## config.mk

```make
export PLATFORM = sky130hd
export DESIGN_NAME = score_display
export DESIGN_NICKNAME = d
export VERILOG_FILES = /design/src/rtl/score_display.sv
export SDC_FILE = /design/constraint.sdc
export NUM_CORES = 1
export LEC_CHECK = 0
export CORE_AREA = 2 2 96 98
export DETAILED_ROUTE_END_ITERATION = 10
export DIE_AREA = 0 0 98 100
export GPL_TIMING_DRIVEN = 0
export MAX_ROUTING_LAYER = met4
export PLACE_DENSITY = 0.9
export SLEW_MARGIN = 20
export SYNTH_ARGS = -nofsm -noshare
export SYNTH_HDL_FRONTEND = slang
export SYNTH_SLANG_ARGS = --single-unit
```

## constraint.sdc

```tcl
create_clock -name clk -period 5.5 [get_ports clk]
set_input_delay 0.55 -clock clk [delete_from_list [all_inputs] [get_ports clk]]
set_output_delay 0.55 -clock clk [all_outputs]
set_load 0.005 [all_outputs]
```

## src/rtl/score_display.sv

```systemverilog
// Binary score to multiplexed common-anode 7-segment display.
// Sequential double-dabble conversion, leading-zero blanking, saturation.
module score_display #(
  parameter int BIN_W    = 16,
  parameter int DIGITS   = 4,
  parameter int SCAN_DIV = 50000,
  parameter int BLANK_LZ = 1
) (
  input  logic              clk,
  input  logic              rst,
  input  logic [BIN_W-1:0]  score,
  output logic [7:0]        SEG,
  output logic [DIGITS-1:0] AN,
  output logic              busy,
  output logic              overflow
);

  localparam int BCD_W = 4 * DIGITS;
  localparam int CNT_W = (BIN_W > 1) ? $clog2(BIN_W) : 1;
  localparam int PS_W  = (SCAN_DIV > 1) ? $clog2(SCAN_DIV) : 1;
  localparam int IDX_W = (DIGITS > 1) ? $clog2(DIGITS) : 1;

  typedef enum logic [1:0] {
    IDLE,
    SHIFT,
    DONE
  } state_t;

  state_t             state_q, state_d;
  logic [BIN_W-1:0]   bin_q, bin_d;
  logic [BIN_W-1:0]   last_q, last_d;
  logic [BCD_W-1:0]   bcd_q, bcd_d;
  logic               ovf_q, ovf_d;
  logic [CNT_W-1:0]   cnt_q, cnt_d;
  logic               busy_q, busy_d;
  logic [BCD_W-1:0]   disp_q, disp_d;
  logic               overflow_q, overflow_d;
  logic [PS_W-1:0]    ps_q, ps_d;
  logic [IDX_W-1:0]   idx_q, idx_d;
  logic [7:0]         seg_q, seg_d;
  logic [DIGITS-1:0]  an_q, an_d;

  logic [BCD_W-1:0]   bcd_adj;
  logic               ovf_step;
  logic [DIGITS-1:0]  blank;
  logic [3:0]         nib;
  logic               blank_sel;

  // One double-dabble step: add 3 to every nibble >= 5, flag a lost MSB.
  always_comb begin
    logic [3:0] t;
    bcd_adj = '0;
    t = '0;
    for (int i = 0; i < DIGITS; i++) begin
      t = bcd_q[4*i +: 4];
      bcd_adj[4*i +: 4] = (t >= 4'd5) ? t + 4'd3 : t;
    end
    ovf_step = bcd_adj[BCD_W-1];
  end

  // Converter FSM: next state, shift datapath and display load.
  always_comb begin
    state_d    = state_q;
    bin_d      = bin_q;
    last_d     = last_q;
    bcd_d      = bcd_q;
    ovf_d      = ovf_q;
    cnt_d      = cnt_q;
    busy_d     = busy_q;
    disp_d     = disp_q;
    overflow_d = overflow_q;
    unique case (state_q)
      IDLE: begin
        if (score != last_q) begin
          bin_d   = score;
          last_d  = score;
          bcd_d   = '0;
          ovf_d   = 1'b0;
          cnt_d   = '0;
          busy_d  = 1'b1;
          state_d = SHIFT;
        end
      end
      SHIFT: begin
        bcd_d = {bcd_adj[BCD_W-2:0], bin_q[BIN_W-1]};
        bin_d = {bin_q[BIN_W-2:0], 1'b0};
        ovf_d = ovf_q | ovf_step;
        cnt_d = cnt_q + CNT_W'(1);
        if (cnt_q == CNT_W'(BIN_W - 1)) begin
          state_d = DONE;
        end
      end
      DONE: begin
        disp_d     = ovf_q ? {DIGITS{4'h9}} : bcd_q;
        overflow_d = ovf_q;
        busy_d     = 1'b0;
        state_d    = IDLE;
      end
      default: begin
        state_d = IDLE;
      end
    endcase
  end

  // Leading-zero mask: digit i blanks when it and all above are zero.
  always_comb begin
    logic run;
    run   = 1'b1;
    blank = '0;
    for (int i = DIGITS - 1; i >= 0; i--) begin
      run = run & (disp_q[4*i +: 4] == 4'd0);
      blank[i] = (i > 0) && run && (BLANK_LZ != 0) && !overflow_q;
    end
  end

  // Scan timing, digit selection and segment/anode next values.
  always_comb begin
    nib       = '0;
    blank_sel = 1'b0;
    an_d      = '1;
    if (ps_q == PS_W'(SCAN_DIV - 1)) begin
      ps_d = '0;
      if (idx_q == IDX_W'(DIGITS - 1)) begin
        idx_d = '0;
      end else begin
        idx_d = idx_q + IDX_W'(1);
      end
    end else begin
      ps_d  = ps_q + PS_W'(1);
      idx_d = idx_q;
    end
    for (int i = 0; i < DIGITS; i++) begin
      if (idx_q == IDX_W'(i)) begin
        nib       = disp_q[4*i +: 4];
        blank_sel = blank[i];
        an_d[i]   = blank[i];
      end
    end
    unique case (nib)
      4'd0:    seg_d = 8'hC0;
      4'd1:    seg_d = 8'hF9;
      4'd2:    seg_d = 8'hA4;
      4'd3:    seg_d = 8'hB0;
      4'd4:    seg_d = 8'h99;
      4'd5:    seg_d = 8'h92;
      4'd6:    seg_d = 8'h82;
      4'd7:    seg_d = 8'hF8;
      4'd8:    seg_d = 8'h80;
      4'd9:    seg_d = 8'h90;
      default: seg_d = 8'hFF;
    endcase
    if (blank_sel) begin
      seg_d = 8'hFF;
    end
  end

  // All state registers, cleared asynchronously by rst.
  always_ff @(posedge clk or posedge rst) begin
    if (rst) begin
      state_q    <= IDLE;
      bin_q      <= '0;
      last_q     <= '0;
      bcd_q      <= '0;
      ovf_q      <= 1'b0;
      cnt_q      <= '0;
      busy_q     <= 1'b0;
      disp_q     <= '0;
      overflow_q <= 1'b0;
      ps_q       <= '0;
      idx_q      <= '0;
      seg_q      <= 8'hFF;
      an_q       <= '1;
    end else begin
      state_q    <= state_d;
      bin_q      <= bin_d;
      last_q     <= last_d;
      bcd_q      <= bcd_d;
      ovf_q      <= ovf_d;
      cnt_q      <= cnt_d;
      busy_q     <= busy_d;
      disp_q     <= disp_d;
      overflow_q <= overflow_d;
      ps_q       <= ps_d;
      idx_q      <= idx_d;
      seg_q      <= seg_d;
      an_q       <= an_d;
    end
  end

  assign SEG      = seg_q;
  assign AN       = an_q;
  assign busy     = busy_q;
  assign overflow = overflow_q;

endmodule

```

==> impl_metrics.ini <==
[outcome]
status = finished, final reports clean

[synth]
synth_area_per_cell_sq_um = 10.3
ys_top_cells_by_count = dfrtp_1, nand2_1, o21ai_0
synthTopCellsByArea = dfrtp_1, dfstp_2, xor2_1
ys_ff_latch = 102
yosys_most_used_dff = dfrtp_1
synthMostInstantiatedCell = dfrtp_1
synth_edf_count = 0
synth_fp_nets = 535
async_flop_share = 1.00
seq_area_frac_synth = 0.498
netlist_instances = 502
synth_top_cell_area_share = 0.442
synth_top_cell_by_area = dfrtp_1
synth-warning-count = 0
synth_area_sq_um = 5150
synth.distinct_cells = 48

[drt]
first_pass_iters = 4
wl_per_cell_um = 15.5
vias_per_cell = 5.83
totalWireLength_mm = 10.2
drtAntennaViolNets = 0
drc = 0
drtIter0Drc = 207
vias = 3849

[power]
power_density_nw_per_um2 = 469
power_switching_mw = 0.983
ir_worst_vdd_mv = 0.238
pwr-share-seq = 0.454
p_leak_nw = 2.64
pwr-share-clk = 0.160
sw_frac_of_total = 0.361
comb_power_share = 0.387
intPower_mw = 1.74

[clock_network]
clockBufferDepth = 2
ctsHoldBuffers = 0
clk_latency_ps = 370
cts-root-buf = clkbuf_8
cts_resized = 0
clk_pin_slew_worst_paths_ps = 80
numCtsBuffers = 9
cts.htree.levels = 3
cts_sinks = 102
cts_tree = built
post-cts-setup-buffers = 0

[worst_setup_path]
critPathMaxFanout = 10
cp-startpoint = score[6]
cp-endpoint = bin_q[15]
reg2regPathDepth = 8
arrival_ps = 2780
cp_slowest_cell = clkdlybuf4s50_1
max_stage_delay_ps = 470
cp_common_cell = buf_6
regToRegSetupSlack_ps = 2990
worstSetupEndpointType = flip-flop
cp.required_ps = 5750
criticalPathCategory = in -> reg
path_cells = clkdlybuf4s50_1 -> xor2_1 -> nor4_2 -> nand4_2 -> and2_1 -> buf_6 -> buf_6 -> a211o_1
worstSetupStartpointType = primary input
r2r_end = SEG[3]
rr_startpoint = idx_q[1]

[run]
cap_violations = 0

[placement]
dp_hpwl_mm = 7.19
gp_congestion = 0.841
portBuffers = 30
place_ws_ps = 2590

[global_routing]
antenna_found_initial = 0
grtUsageTotal = 0.225
grt_start_max_net_pins = 56
grt_pass1_vias = 3880
grt-ovfl-total = 0
grt_pass1_wl_mm = 17.5

[sta]
tns_ps = 0
finalSetupViolCount = 0
layout_setup_ws_ps = 2970
max_freq_mhz = 395
slew_headroom = 0.562
skew_ps = 17.9
tightest_slew_ps = 653
fin_crit_ps = 2530
hold_viol = 0
whs_ps = 497
timing.final.crit_share = 0.460
finalMaxSlewViolations = 0
rsz0062_at_grt = no

[floorplan]
fp.coreArea_sq_um = 8890
rows = 35
start_util = 0.580
dieArea_sq_um = 9800
fp.dieW_um = 98
die_h_um = 100
io_pins = 32

[finish]
synthToLayoutAreaGrowth_pct = 12.6
diodes = 0
nets = 577
drive_gt1_frac = 0.106

[worst_hold_path]
hold_path.class = reg -> reg
-- critical path, delay by kind of cell --
family / cells / cell delay (ps)
compound gates: 1 / 300
simple gates: 3 / 970
xor+xnor: 1 / 200
buf+inv: 3 / 750
-- cells by family after synthesis --
kind of cell | Yosys count | synth area share
AO/OA/AOI/OAI | 108 | 0.143
AND/OR/NAND/NOR | 176 | 0.177
flip-flops | 102 | 0.498
XOR/XNOR | 35 | 0.0595
adder cells (fa/ha/maj) | 15 | 0.0364
multiplexers | 21 | 0.0471
other | 1 | 0.000728
buffers and inverters | 44 | 0.0376
-- registers in the layout (all words and copies together), names as in the netlist, 2 cells and up --
signal   cells
AN           4
SEG          7
bcd_q       16
bin_q       16
cnt_q        4
disp_q      16
idx_q        2
last_q      16
ps_q        16
state_q      2
-- per-layer routing --
| layer | vias up | track usage | routed length (um) |
|---|---|---|---|
| li1 | 1838 | - | - |
| met1 | 1870 | 0.272 | 4350 |
| met2 | 110 | 0.368 | 5160 |
| met3 | 31 | 0.0515 | 445 |
| met4 | 0 | 0.0962 | 299 |
| met5 | - | - | 0 |
-- cell usage in the layout, fill, tap and decap left out, types with 11 or more instances in the layout --
master,count
nor2_1,29
nor3b_1,22
a21oi_1,14
dfstp_2,11
xor2_1,27
a22o_1,12
dfrtp_1,91
clkdlybuf4s50_1,30
ha_1,15
a211o_1,15
mux2_2,13
clkbuf_1,21
nand2_1,59
inv_1,18
o21ai_0,40
-- power by group through the flow --
stage	logic, mW	clock network [mW]	registers (mW)
6_report	1.05	0.434	1.23
5_1_grt	1.18	0.471	1.26
4_1_cts	1.06	0.444	1.23
3_5_place_dp	1.05	0	1.24
3_3_place_gp	0.985	0	1.22
2_1_floorplan	0.791	0	1.19
-- layout make-up --
class | instances | area [sq um]
buffer | 25 | 123
sequential | 102 | 2570
fill | 664 | 3090
tap | 111 | 139
clock buffer | 12 | 145
timing repair buffer | 31 | 328
inverter | 19 | 76.3
multi-input combinational | 356 | 2390
clock inverter | 4 | 30.0
-- stage by stage --
stage / util / area [sq um] / std cells / total power, mW
4_1_cts: 0.652 / 5800 / 660 / 2.73
2_1_floorplan: - / 5150 / 502 / 1.98
3_3_place_gp: 0.629 / 5590 / 643 / 2.21
3_5_place_dp: 0.633 / 5620 / 644 / 2.29
5_1_grt: 0.652 / 5800 / 660 / 2.92
6_report: 0.652 / 5800 / 660 / 2.72
-- worst min-delay path by stage --
stage	start	endpoint	slack, ps	cells past startpoint
6_report	ps_q[0]	ps_q[0]	500	1
5_1_grt	ps_q[13]	ps_q[13]	520	1
4_1_cts	ps_q[0]	ps_q[0]	500	1
3_5_place_dp	ps_q[13]	ps_q[13]	490	1
3_3_place_gp	disp_q[2]	disp_q[2]	460	2
2_1_floorplan	disp_q[1]	disp_q[1]	450	2
No activity file was read; power rests on OpenSTA's default activity.
